$ cat src/rtl/if_unit.sv
// Instruction-fetch stage of the SimpleRisc pipeline.
//
// Owns the PC and issues single-word reads to instruction memory over a split
// request/response interface, with at most one read outstanding. Fetched words
// go into the IF/OF register (pc_out / instruction_out / valid_out). If OF is
// stalled when a response returns, the word waits in a one-entry buffer. A taken
// branch from EX redirects the PC and flushes the register and the buffer. A
// response that is still in flight at the time of the branch is dropped.
//
// Ports:
//   clk              system clock, rising edge
//   reset            asynchronous active-low reset
//   stall            OF cannot accept; IF/OF register holds
//   is_branch_taken  EX redirect this cycle (overrides stall)
//   branch_pc        redirect target
//   imem_req         read request (combinational from state)
//   imem_addr        read address (internal PC)
//   imem_rvalid      read response valid (in order, one outstanding max)
//   imem_rdata       instruction word returned with imem_rvalid
//   pc_out           PC of the instruction in the IF/OF register
//   instruction_out  instruction in the IF/OF register (NOP_INSTR when invalid)
//   valid_out        IF/OF register holds a real instruction
module if_unit #(
  parameter logic [31:0] RESET_PC  = 32'h0000_0000,
  parameter logic [31:0] NOP_INSTR = 32'h6800_0000
) (
  input  logic        clk,
  input  logic        reset,
  input  logic        stall,
  input  logic        is_branch_taken,
  input  logic [31:0] branch_pc,
  output logic        imem_req,
  output logic [31:0] imem_addr,
  input  logic        imem_rvalid,
  input  logic [31:0] imem_rdata,
  output logic [31:0] pc_out,
  output logic [31:0] instruction_out,
  output logic        valid_out
);

  logic [31:0] pc_q, pc_d;
  logic        outstanding_q, outstanding_d;
  logic        discard_q, discard_d;
  logic [31:0] issue_pc_q, issue_pc_d;
  logic        buf_valid_q, buf_valid_d;
  logic [31:0] buf_pc_q, buf_pc_d;
  logic [31:0] buf_instr_q, buf_instr_d;
  logic [31:0] pc_out_q, pc_out_d;
  logic [31:0] instr_out_q, instr_out_d;
  logic        valid_out_q, valid_out_d;

  logic free;
  logic issue;

  always_comb begin
    // The IF/OF register can take a new word if it is empty or OF is consuming it.
    free = !valid_out_q || !stall;
    // A new request may go out in the same cycle the previous response returns.
    issue = reset && !is_branch_taken && !buf_valid_q && free &&
            (!outstanding_q || imem_rvalid);

    pc_d          = pc_q;
    outstanding_d = outstanding_q;
    discard_d     = discard_q;
    issue_pc_d    = issue_pc_q;
    buf_valid_d   = buf_valid_q;
    buf_pc_d      = buf_pc_q;
    buf_instr_d   = buf_instr_q;
    pc_out_d      = pc_out_q;
    instr_out_d   = instr_out_q;
    valid_out_d   = valid_out_q;

    if (issue) begin
      issue_pc_d    = pc_q;
      pc_d          = pc_q + 32'd4;
      outstanding_d = 1'b1;
    end else if (imem_rvalid) begin
      outstanding_d = 1'b0;
    end

    if (is_branch_taken) begin
      pc_d        = branch_pc;
      valid_out_d = 1'b0;
      instr_out_d = NOP_INSTR;
      buf_valid_d = 1'b0;
      // A read still in flight belongs to the old path; remember to drop it.
      discard_d   = outstanding_q && !imem_rvalid;
    end else begin
      if (imem_rvalid && discard_q) begin
        discard_d = 1'b0;
      end
      if (imem_rvalid && !discard_q && free) begin
        pc_out_d    = issue_pc_q;
        instr_out_d = imem_rdata;
        valid_out_d = 1'b1;
      end else if (imem_rvalid && !discard_q) begin
        buf_pc_d    = issue_pc_q;
        buf_instr_d = imem_rdata;
        buf_valid_d = 1'b1;
      end else if (buf_valid_q && !stall) begin
        // No response can coincide: nothing is outstanding while the buffer is full.
        pc_out_d    = buf_pc_q;
        instr_out_d = buf_instr_q;
        valid_out_d = 1'b1;
        buf_valid_d = 1'b0;
      end else if (!stall) begin
        valid_out_d = 1'b0;
        instr_out_d = NOP_INSTR;
      end
    end
  end

  always_ff @(posedge clk or negedge reset) begin
    if (!reset) begin
      pc_q          <= RESET_PC;
      outstanding_q <= 1'b0;
      discard_q     <= 1'b0;
      issue_pc_q    <= 32'h0;
      buf_valid_q   <= 1'b0;
      buf_pc_q      <= 32'h0;
      buf_instr_q   <= 32'h0;
      pc_out_q      <= 32'h0;
      instr_out_q   <= NOP_INSTR;
      valid_out_q   <= 1'b0;
    end else begin
      pc_q          <= pc_d;
      outstanding_q <= outstanding_d;
      discard_q     <= discard_d;
      issue_pc_q    <= issue_pc_d;
      buf_valid_q   <= buf_valid_d;
      buf_pc_q      <= buf_pc_d;
      buf_instr_q   <= buf_instr_d;
      pc_out_q      <= pc_out_d;
      instr_out_q   <= instr_out_d;
      valid_out_q   <= valid_out_d;
    end
  end

  assign imem_req        = issue;
  assign imem_addr       = pc_q;
  assign pc_out          = pc_out_q;
  assign instruction_out = instr_out_q;
  assign valid_out       = valid_out_q;

endmodule

$ cat config.mk
export PLATFORM = sky130hd
export DESIGN_NAME = if_unit
export DESIGN_NICKNAME = d
export VERILOG_FILES = /design/src/rtl/if_unit.sv
export SDC_FILE = /design/constraint.sdc
export NUM_CORES = 1
export LEC_CHECK = 0
export CAP_MARGIN = 20
export CORE_AREA = 3 3 167 185
export DETAILED_ROUTE_END_ITERATION = 7
export DIE_AREA = 0 0 170 188
export SETUP_SLACK_MARGIN = 0.02
export SYNTH_ARGS = -nofsm -noshare
export SYNTH_HDL_FRONTEND = slang
export SYNTH_SLANG_ARGS = --single-unit
$ cat constraint.sdc
create_clock -name clk -period 2.22 [get_ports clk]
set_input_delay 0.555 -clock clk [delete_from_list [all_inputs] [get_ports clk]]
set_output_delay 0.555 -clock clk [all_outputs]
set_load 0.05 [all_outputs]
Yosys cells after proc, flatten, opt, wreduce, memory -nomap -nowiden:

Cells that the tools add are included.

* input bits: 69
* logic and storage cells: 67
* bits in registers: 196
* output and inout bits: 98

* add/subtract/negate cells: 1
* muxes and demuxes: 23
* equality and inequality tests: 4
* reductions and logical operators: 27
* bitwise gates (word level): 2

Operators with widths (count)
* two-way mux 32 bit: 10
* adder 32 x 3 -> 32 bit (second input constant): 1
* two-way mux 1 bit: 13
* logical AND 1 bit: 9
* nonzero test 2 bit: 4
* logical NOT 1 bit: 7
* AND reduction 3 bit: 2
* != test 4 x 1 -> 1 bit (second input constant): 1
* AND reduction 2 bit: 2
* != test 3 x 2 -> 1 bit (second input constant): 1
* nonzero test 3 bit: 1
* logical OR 1 bit: 2
* != test 2 x 1 -> 1 bit (second input constant): 1
* != test 2 bit (second input constant): 1
* inverter 1 bit: 2

Longest topological paths before layout:

* depth after elaboration: 7
* depth in mapped cells: 8
* gate-level depth less buffers: 5

Least setup slack after synthesis:

No wires, ideal clock.

* path type: input-to-output
* from: input is_branch_taken
* to: output imem_req
* buffers on the path: 2
* required time: 1.665 ns
* cell stages on the path: 5
* setup slack: -0.204 ns
* arrival: 1.869 ns
* cell sequence: buf_6 > nor3b_2 > nand3_1 > inv_2 > clkbuf_1

* longest elaborated chain between the ends: 5

Ends and longest elaborated chain
* start: declaration: line 30 `input logic is_branch_taken,`
* logical NOT 1 bit: line 59 `issue = reset && !is_branch_taken && !buf_valid_q && free &&`
* logical AND 1 bit (4 in a row): line 59
* end: declaration: line 32 `output logic imem_req,`

No other way between the ends.

Final worst setup path:

* from: input imem_rvalid
* to: output imem_req

* longest elaborated chain between the ends: 2

Ends and longest elaborated chain
* start: declaration: line 34 `input logic imem_rvalid,`
* logical OR 1 bit: line 60 `(!outstanding_q || imem_rvalid);`
* logical AND 1 bit: line 59

No other way between the ends.

==> out/results.tsv <==
stage	metric	value	unit
outcome	status	complete, no violations	
sta	worst slew pin tran	0.760	ns
critical_path	WP data required	1.66	ns
cells_and_area	Layout area overhead	37.5	%
global_routing	global-route wire length before repair	39900	um
power	Peak supply drop	0.588	mV
synth	largest family of logic cells by synthesized area	multiplexers	
global_routing	largest net degree at the start of global routing	116	
clocking	CTS tree	built	
global_routing	number of global-route vias before repair	6903	
synth	post-synthesis xor/xnor area fraction	0.101	%
sta	Fin Hold WS	0.161	ns
synth	Synth area leader	dfrtp_1	
global_routing	global-route usage over all layers	15.9	%
placement	Placer Congestion	0.835	
cells_and_area	Final #Nets	1051	
synth	ys flop type	dfrtp_1	
critical_path	internal reg-to-reg setup slack	0.19	ns
detailed_routing	DRT iter0 DRCs	491	
sta	final setup vio count	0	
critical_path	R2R cell count	6	
synth	Synth cell types	51	
power	Power Dens Cells	1020	mW/mm2
clocking	Sinks on Clock Net	196	
floorplanning	Die Ht	188	um
cells_and_area	design area	0.0120	mm2
synth	Synth Area in Compound Gates	8.74	%
placement	worst slack at placement	-0.131	ns
synth	Post-Synth Simple-Gate Area	14.8	%
floorplanning	Core ar.	0.0294	mm2
clocking	H-tree depth	4	
synth	Mapped Cells	761	
job	Max Cap Viol	0	
critical_path	crit start category	input pin	
cells_and_area	layout cell share with drive strength beyond 1	30.6	%
synth	EDFF count, synth	0	
clocking	Worst-path clk slew	0.08	ns
global_routing	GRT Residual Overflow	0	
critical_path	Worst Path Buf+Inv	3	
floorplanning	num rows	66	
synth	Synth Area in Adders	0.144	%
detailed_routing	drt pass-1 iters	5	
critical_path	CP endpoint kind	primary output	
floorplanning	io pins	167	
clocking	Post-CTS Hold Fix Bufs	0	
sta	Period minus WS final	2.19	ns
detailed_routing	Antenna Nets Post-Route	0	
synth	ranking of synthesized cells by area	dfrtp_1, mux2_2, nand2_1, a22oi_1, o311ai_0	
power	P_leak	5.76	nW
cells_and_area	final design utilization	40.7	%
placement	PortBufs	166	
sta	final worst setup slack	0.0322	ns
synth	register area share after synthesis	56.4	%
synth	Syn Area/Cell	11.4	um2
floorplanning	die area	0.0320	mm2
floorplanning	initial core utilization	29.6	%
clocking	Longest Clk Path Bufs	2	
clocking	worst skew pair latency	0.43	ns
detailed_routing	residual DRC count	0	
synth	Mapped Area	0.00870	mm2
detailed_routing	vias per cell	5.02	
synth	Synth async-reset ratio	100	%
sta	Final Hold Vio Count	0	
global_routing	antenna violations before repair	0	
min_path	worst hold-check path type	input pin to async pin	
detailed_routing	detailed-route via count	6865	
critical_path	Largest stage delay, worst path	0.50	ns
critical_path	Worst R2R End	imem_addr[26]	
clocking	clock buffer count from CTS	17	
synth	Synth top cells by count	dfrtp_1, nand2_1, mux2_2	
sta	Clock Skew	0.0120	ns
critical_path	worst path cell trace	clkdlybuf4s50_1 > nand2b_1 > nand3_2 > inv_4 > buf_12	
sta	final period utilization	98.5	%
detailed_routing	Routed wire per std cell	18.4	um
cells_and_area	ANT cells	0	
synth	share of the synthesized area in the top cell type	55.5	%
synth	mux cell area share after synthesis	17.5	%
synth	#FFs+latches synth	196	
sta	Slew Viols, Final	0	
synth	synth warn	0	
synth	most instantiated library cell after synthesis	dfrtp_1	
detailed_routing	drt total wl	25200	um
critical_path	Critical Path AT	1.63	ns
sta	f_max	457	MHz
critical_path	CP Class	input pin to primary output	
synth	syn_nets	831	
placement	hpwl dp	18100	um
critical_path	crit-path max FO	3	
critical_path	r2r startpoint	imem_addr[2]	
placement	DP Area	0.0113	mm2
critical_path	Critical-path top delay cell	clkdlybuf4s50_1	
clocking	CTS root buffer	clkbuf_16	
sta	slew margin rel.	49.4	%
critical_path	delay-heaviest family, CP	buffers and inverters	
floorplanning	Die X	170	um
sta	RSZ-0062 raised after global routing	true	
[where the power goes]
group,switching [mW],total (mW),internal (mW)
Sequential,0.583,5.05,4.47
Clock,1.62,3.38,1.77
Combinational,2.24,3.76,1.52
[placed cells by master, fill, tap and decap left out, types with 4 or more instances in the layout]
cell             instances
and2_1                   5
nor2_1                  14
nand2_1                176
inv_1                    4
mux2i_1                  6
clkdlybuf4s50_1         84
nor4_1                   9
nand4_1                 14
a21oi_1                  6
mux2_2                 130
a221o_1                  4
a211o_1                  4
buf_12                  10
or4_1                   13
a22oi_1                 36
nor3_1                   4
buf_4                  110
dfrtp_1                190
dlygate4sd2_1           18
dlymetal6s2s_1          19
nand3_1                 18
o211ai_1                 8
a31oi_1                  4
o21ai_0                 12
o311ai_0                14
and3_1                   4
clkbuf_16               17
inv_6                    4
nor2b_1                  4
clkinv_8                 6
[per-layer routing]
layer  part of all wire, %  GRT usage, %  up-vias
li1                      -             -     3197
met4                   1.4          4.31        0
met3                   5.2          3.20       22
met1                    43          21.6     3457
met5                     0             0        -
met2                    50          26.0      189
[cell type report]
type / count / area [um2]
clock buffers: 17 / 425
clock inverters: 15 / 231
fillers: 2825 / 17400
inverters: 5 / 21.3
multi-input cells: 518 / 3630
flip-flops and latches: 196 / 4910
well taps: 374 / 468
repair buffers: 243 / 2280
[worst max path at each step]
stage | startpoint | endpoint | slack, ns | cells after the start
after floorplan | is_branch_taken | imem_req | 0.07 | 5
after global placement | imem_rvalid | imem_addr[15] | -0.14 | 6
after detailed placement | imem_rvalid | imem_addr[15] | -0.13 | 6
after CTS | imem_addr[0] | imem_addr[0] | 0.02 | 1
after global routing | imem_rvalid | imem_req | -0.007 | 5
final | imem_rvalid | imem_req | 0.03 | 5
[what timing repair did]
item	CTS	global route
resized for setup	19	19
buffers inserted	2	0
endpoints found under the hold margin	0	0
pin swaps	1	1
setup endpoints to repair	19	20
cloned	0	0
[kinds of logic (layout without fill, tap and decap cells)]
family,count (synthesis),in the layout
simple gates,278,278
flops,196,196
mux,136,136
compound gates,102,102
buf+inv,47,280
fa+ha+maj,1,1
xor+xnor,1,1
[sequential cells by signal (all words and copies together) (netlist names), 32 cells and up]
signal / count
pc_out: 32
instruction_out: 32
imem_addr: 32
buf_instr_q: 32
buf_pc_q: 32
issue_pc_q: 32
[metrics by stage]
stage | std cells | setup TNS, ns | power [mW]
after detailed placement | 1334 | -4.68 | 9.03
after global routing | 1368 | -0.00707 | 12.8
after floorplan | 761 | 0 | 7.45
after global placement | 1334 | -3.71 | 8.96
after CTS | 1368 | 0 | 12.4
final | 1368 | 0 | 12.2
[worst reg2reg max path: stages, from the launching register on]
cell and delay, ns:
dfrtp_2 0.38, ha_1 0.23, nand4_1 0.20, or4_1 0.60, nor4_1 0.23, buf_4 0.18
mux2i_1 0.16
No activity file was read; power rests on OpenSTA's default activity.
